<file path="src/rtl/axi4_write_burst_manager.sv">
`default_nettype none
// ============================================================================
// Module      : axi4_write_burst_manager
// Description : Manager-side AXI4 write engine. Accepts one command
//               (address, beats-1, id), issues a single INCR burst on AW,
//               streams the upstream data beats onto W, collects the B
//               response and returns it on a ready/valid response port.
//               One transaction is outstanding at a time.
// Ports       : aclk/aresetn          clock, synchronous active-low reset
//               cmd_*                 command handshake and payload
//               data_*                write beat handshake, data, strobes
//               resp_*                response handshake, error flag, id
//               aw*/w*/b*             AXI4 write address/data/response
// Revision    : 1.0 - initial release
// ============================================================================
module axi4_write_burst_manager #(
    parameter int AXI_ADDR_WIDTH = 64,
    parameter int AXI_DATA_WIDTH = 64,   // 8..1024, power of 2
    parameter int AXI_ID_WIDTH   = 1
) (
    input  logic                          aclk,
    input  logic                          aresetn,
    // Command port
    input  logic                          cmd_v_i,
    output logic                          cmd_ready_o,
    input  logic [AXI_ADDR_WIDTH-1:0]     cmd_addr_i,
    input  logic [7:0]                    cmd_len_i,
    input  logic [AXI_ID_WIDTH-1:0]       cmd_id_i,
    // Write beat port
    input  logic                          data_v_i,
    output logic                          data_ready_o,
    input  logic [AXI_DATA_WIDTH-1:0]     data_i,
    input  logic [AXI_DATA_WIDTH/8-1:0]   data_mask_i,
    // Response port
    output logic                          resp_v_o,
    input  logic                          resp_ready_i,
    output logic                          resp_err_o,
    output logic [AXI_ID_WIDTH-1:0]       resp_id_o,
    // AXI4 AW channel
    output logic [AXI_ADDR_WIDTH-1:0]     awaddr,
    output logic [AXI_ID_WIDTH-1:0]       awid,
    output logic [7:0]                    awlen,
    output logic [2:0]                    awsize,
    output logic [1:0]                    awburst,
    output logic                          awlock,
    output logic [3:0]                    awcache,
    output logic [2:0]                    awprot,
    output logic [3:0]                    awqos,
    output logic [3:0]                    awregion,
    output logic                          awvalid,
    input  logic                          awready,
    // AXI4 W channel
    output logic [AXI_DATA_WIDTH-1:0]     wdata,
    output logic [AXI_DATA_WIDTH/8-1:0]   wstrb,
    output logic                          wlast,
    output logic                          wvalid,
    input  logic                          wready,
    // AXI4 B channel
    input  logic                          bvalid,
    output logic                          bready,
    input  logic [AXI_ID_WIDTH-1:0]       bid,
    input  logic [1:0]                    bresp
);

    localparam logic [2:0] c_AWSIZE = 3'($clog2(AXI_DATA_WIDTH / 8));

    typedef enum logic [2:0] {
        S_IDLE = 3'd0,
        S_AW   = 3'd1,
        S_W    = 3'd2,
        S_B    = 3'd3,
        S_RESP = 3'd4
    } state_t;

    state_t                      r_state;
    state_t                      w_next;
    logic [AXI_ADDR_WIDTH-1:0]   r_addr;
    logic [7:0]                  r_len;
    logic [AXI_ID_WIDTH-1:0]     r_id;
    logic [7:0]                  r_cnt;
    logic [1:0]                  r_bresp;
    logic [AXI_ID_WIDTH-1:0]     r_bid;

    logic w_cmd_hs;
    logic w_beat_hs;
    logic w_b_hs;

    // Handshakes use the gated outputs, so nothing is accepted during reset.
    assign w_cmd_hs  = cmd_v_i & cmd_ready_o;
    assign w_beat_hs = wvalid & wready;
    assign w_b_hs    = bvalid & bready;

    always_ff @(posedge aclk) begin
        if (!aresetn) begin
            r_state <= S_IDLE;
            r_addr  <= '0;
            r_len   <= '0;
            r_id    <= '0;
            r_cnt   <= '0;
            r_bresp <= '0;
            r_bid   <= '0;
        end else begin
            r_state <= w_next;
            if (w_cmd_hs) begin
                r_addr <= cmd_addr_i;
                r_len  <= cmd_len_i;
                r_id   <= cmd_id_i;
                r_cnt  <= '0;
            end
            // Wraps only after the final beat of a 256-beat burst.
            if (w_beat_hs) begin
                r_cnt <= r_cnt + 8'd1;
            end
            if (w_b_hs) begin
                r_bresp <= bresp;
                r_bid   <= bid;
            end
        end
    end

    always_comb begin
        w_next       = r_state;
        cmd_ready_o  = 1'b0;
        awvalid      = 1'b0;
        wvalid       = 1'b0;
        data_ready_o = 1'b0;
        bready       = 1'b0;
        resp_v_o     = 1'b0;
        case (r_state)
            S_IDLE: begin
                cmd_ready_o = 1'b1;
                if (cmd_v_i) w_next = S_AW;
            end
            S_AW: begin
                awvalid = 1'b1;
                if (awready) w_next = S_W;
            end
            S_W: begin
                wvalid       = data_v_i;
                data_ready_o = wready;
                if (data_v_i && wready && wlast) w_next = S_B;
            end
            S_B: begin
                bready = 1'b1;
                if (bvalid) w_next = S_RESP;
            end
            S_RESP: begin
                resp_v_o = 1'b1;
                if (resp_ready_i) w_next = S_IDLE;
            end
            default: w_next = S_IDLE;
        endcase
        // Handshake outputs are forced low for as long as reset is held.
        if (!aresetn) begin
            cmd_ready_o  = 1'b0;
            awvalid      = 1'b0;
            wvalid       = 1'b0;
            data_ready_o = 1'b0;
            bready       = 1'b0;
            resp_v_o     = 1'b0;
        end
    end

    assign wlast      = (r_cnt == r_len);
    assign wdata      = data_i;
    assign wstrb      = data_mask_i;

    assign awaddr     = r_addr;
    assign awid       = r_id;
    assign awlen      = r_len;
    assign awsize     = c_AWSIZE;
    assign awburst    = 2'b01;
    assign awlock     = 1'b0;
    assign awcache    = 4'b0011;
    assign awprot     = 3'b000;
    assign awqos      = 4'b0000;
    assign awregion   = 4'b0000;

    assign resp_err_o = (r_bresp != 2'b00);
    assign resp_id_o  = r_bid;

endmodule
`default_nettype wire
</file>
<file path="config.mk">
export PLATFORM = sky130hd
export DESIGN_NAME = axi4_write_burst_manager
export DESIGN_NICKNAME = d
export VERILOG_FILES = /design/src/rtl/axi4_write_burst_manager.sv
export SDC_FILE = /design/constraint.sdc
export NUM_CORES = 1
export LEC_CHECK = 0
export BUFFER_PORTS_ARGS = -buffer_cell sky130_fd_sc_hd__buf_2
export CELL_PAD_IN_SITES_DETAIL_PLACEMENT = 2
export CELL_PAD_IN_SITES_GLOBAL_PLACEMENT = 2
export CORE_MARGIN = 2
export CORE_UTILIZATION = 19
export DETAILED_ROUTE_END_ITERATION = 16
export GPL_ROUTABILITY_DRIVEN = 0
export PLACE_DENSITY_LB_ADDON = 0.05
export SLEW_MARGIN = 20
export SYNTH_ARGS = -nofsm -noshare
export SYNTH_HDL_FRONTEND = slang
export SYNTH_SLANG_ARGS = --single-unit
</file>
<file path="constraint.sdc">
create_clock -name aclk -period 1.9 [get_ports aclk]
set_input_delay 0.095 -clock aclk [delete_from_list [all_inputs] [get_ports aclk]]
set_output_delay 0.095 -clock aclk [all_outputs]
set_load 0.1 [all_outputs]
</file>
==> impl_metrics.yaml <==
sta:
  min_period_over_period: 0.9150
  hold_viol: 0
  slew_viol_final: 0
  fin_crit_ns: 1.738
  setup-tns-final_ns: 0
  setup_viol: 0
  worstMarginPinSlew_ns: 0.5577
  skew_ns: 0.004820
  maxSlewHeadroom: 0.6282
  rsz0062_at_grt: "no"
  fmax_ghz: 0.5752
routing:
  via_count: 3859
  route.detailed.drc: 0
  drt_first_pass_iters: 4
  ant_nets: 0
  viasPerCell: 4.058
  wl_um: 14030
  routedWlPerCell_um: 14.75
  first_iter_violations: 76
setup_path:
  cp-start-kind: "flop"
  crit_type: "reg2out"
  worst_ep_required_time_ns: 1.80
  crit_path_top_delay_cell: "dfxtp_1"
  reg2reg_depth: 4
  crit_chain: "and4bb_2 -> and2_1 -> buf_12"
  arrival_ns: 1.64
  cpPeakStageDelay_ns: 0.58
  r2r_start: "r_state[1]"
  r2r_end: "r_cnt[4]"
  cp_max_fo: 11
  cp_top_family: "flip-flops"
  cp-end-kind: "output pin"
  rrSetupSlack_ns: 0.16
  worst-path-buf-inv: 1
  path_depth: 3
global_routing:
  first_global_vias: 4073
  antenna_found_initial: 0
  grt_pass1_wl_um: 21500
  grt-ovfl-total: 0
  grt_usage: 0.1212
  grt_max_degree: 67
logic_synthesis:
  synth_cell_types: 41
  synth-seq-cells: 87
  yosysWarnings: 0
  post-synth-top-area-cell: "dfxtp_1"
  syn-instance-count: 520
  synth.area.top_cells: "dfxtp_1 42%, buf_4 19%, nand2_1 14%"
  synth.avg_cell_area_um2: 7.897
  synth.cell_area_um2: 4106
  synth_top_area_share: 0.4241
  ys_seq_area_frac: 0.4241
clock_tree:
  clkTransAtPathRegs_ns: 0.06
  tritoncts: "done"
  postCtsSetupRepairBufs: 0
  cts_buffers: 9
  clk_path_buf_depth: 2
  clk_latency_ns: 0.34
  clock-sinks: 87
  htree_levels: 3
  root_buffer: "clkbuf_16"
pwr:
  powerDensity_nw_per_um2: 1059
  leakagePower_nw: 2.832
  ir_drop_mv: 0.4086
  power_mw: 6.091
floorplanning:
  fp.dieW_um: 151.0
  die_h_um: 151.0
  die_area_um2: 22810
  start_util: 0.1947
  rows: 53
  io_pins: 331
  coreArea_um2: 21090
final_layout:
  diodes: 0
  postLayoutCoreUtil: 0.2727
  fin_area_um2: 5751
  drive_gt1_frac: 0.3033
  fin_nets: 828
  fill_cells: 2447
  instances_no_fill: 951
  area_growth_pct: 40.04
placement:
  dp_hpwl_um: 9543
  dp.cells: 861
  place_area_um2: 4683
  place.port_buffers: 165
worst_hold_path:
  hold_class: "in2reg"
  whs_path_depth: 3
  hold_end: "r_bresp[1]"
  min_from: "bresp[1]"
run:
  maxCapViolCount: 0
run_status:
  status: "completed"
-- metrics by stage --
stage | hold slack, ns | worst slack [ns]
2_1_floorplan | 0.1940 | -0.5523
5_1_grt | 0.05545 | 0.01796
6_report | 0.02286 | 0.1615
3_3_place_gp | 0.1907 | 0.2279
4_1_cts | 0.001170 | 0.1294
3_5_place_dp | 0.1907 | 0.1581
-- flip-flops by register name, indices dropped and copies added (netlist names) --
register / count
awlen: 8
awid: 1
r_cnt: 8
resp_id_o: 1
awaddr: 64
r_bresp: 2
r_state: 3
-- layout make-up --
class                      count  area [um2]  share of cell area
clock inverter                 5       81.33             0.01414
tap                          275       344.1             0.05983
timing repair buffer         245        1742              0.3029
inverter                       7       26.28            0.004569
multi-input combinational    321        1563              0.2718
clock buffer                  11       242.7             0.04221
sequential                    87        1752              0.3046
-- kinds of logic (layout without fill, tap and decap cells) --
group                    Yosys count  in the layout  share of synthesized area
AND/OR/NAND/NOR                  256            256                     0.2791
buffers and inverters            131            268                     0.2182
flip-flops                        87             87                     0.4241
AO/OA/AOI/OAI                     32             32                    0.04967
XOR/XNOR                           9              9                    0.01920
other                              2             21                   0.001829
multiplexers                       2              2                   0.004875
adder cells (fa/ha/maj)            1              1                   0.003046
-- power breakdown --
part / total (mW) / switching [mW] / internal, mW
Combinational: 2.06 / 1.65 / 0.408
Clock: 1.97 / 0.777 / 1.19
Sequential: 2.07 / 0.0929 / 1.97
-- worst min-delay path: cells and delay by family --
kind                   cells  cell delay [ns]
buffers and inverters      2             0.13
AOI/OAI and AO/OA          1             0.08
-- Yosys cell counts, drive strengths merged --
master and instances:
nand2 153, buf 119, dfxtp 87, nand3 71
o21ai 12, a21oi 8, nor2 8, xnor2 8
and2 7, inv 7, a211oi 5, clkbuf 5
nand4 4, a22oi 2, and3 2, conb 2
mux2i 2, nor3 2, nor4b 2, a21o 1
a32oi 1, a41oi 1, and3b 1, and4 1
and4bb 1, ha 1, nand2b 1, nor4 1
o2111ai 1, o21a 1, or2 1, or4 1
xor2 1
-- timing repair --
action / 4_1_cts / 5_1_grt
hold endpoints to repair: 74 / 0
resized for setup: 1 / 0
endpoints found under the setup margin: 1 / 0
hold buffers: 74 / 0
-- cells in the final DEF (no fill, tap or decap), drive strengths merged, types with 4 or more instances in the layout --
cell type	synthesis	final
a211oi	5	5
a21oi	8	8
and2	7	7
buf	119	171
clkbuf	5	11
conb	2	21
dfxtp	87	87
dlygate4sd3	0	74
inv	7	7
nand2	153	153
nand3	71	71
nand4	4	4
nor2	8	8
o21ai	12	12
xnor2	8	8
-- layer usage --
metal	part of all wire	track usage
met1	0.42	0.1373
met4	0.013	0.03692
met2	0.49	0.2168
met5	0	0
met3	0.070	0.03855
-- how the worst max path moves through the flow --
stage                     slack, ns      endpoint        from
after global routing           0.02      r_cnt[4]  r_state[1]
after global placement         0.23      r_cnt[4]  r_state[1]
final                          0.16        wvalid  r_state[0]
after CTS                      0.13  data_ready_o  r_state[1]
after floorplan               -0.55     awaddr[0]  r_state[1]
after detailed placement       0.16      r_cnt[4]  r_state[1]
(Power assumes the default switching activity.)
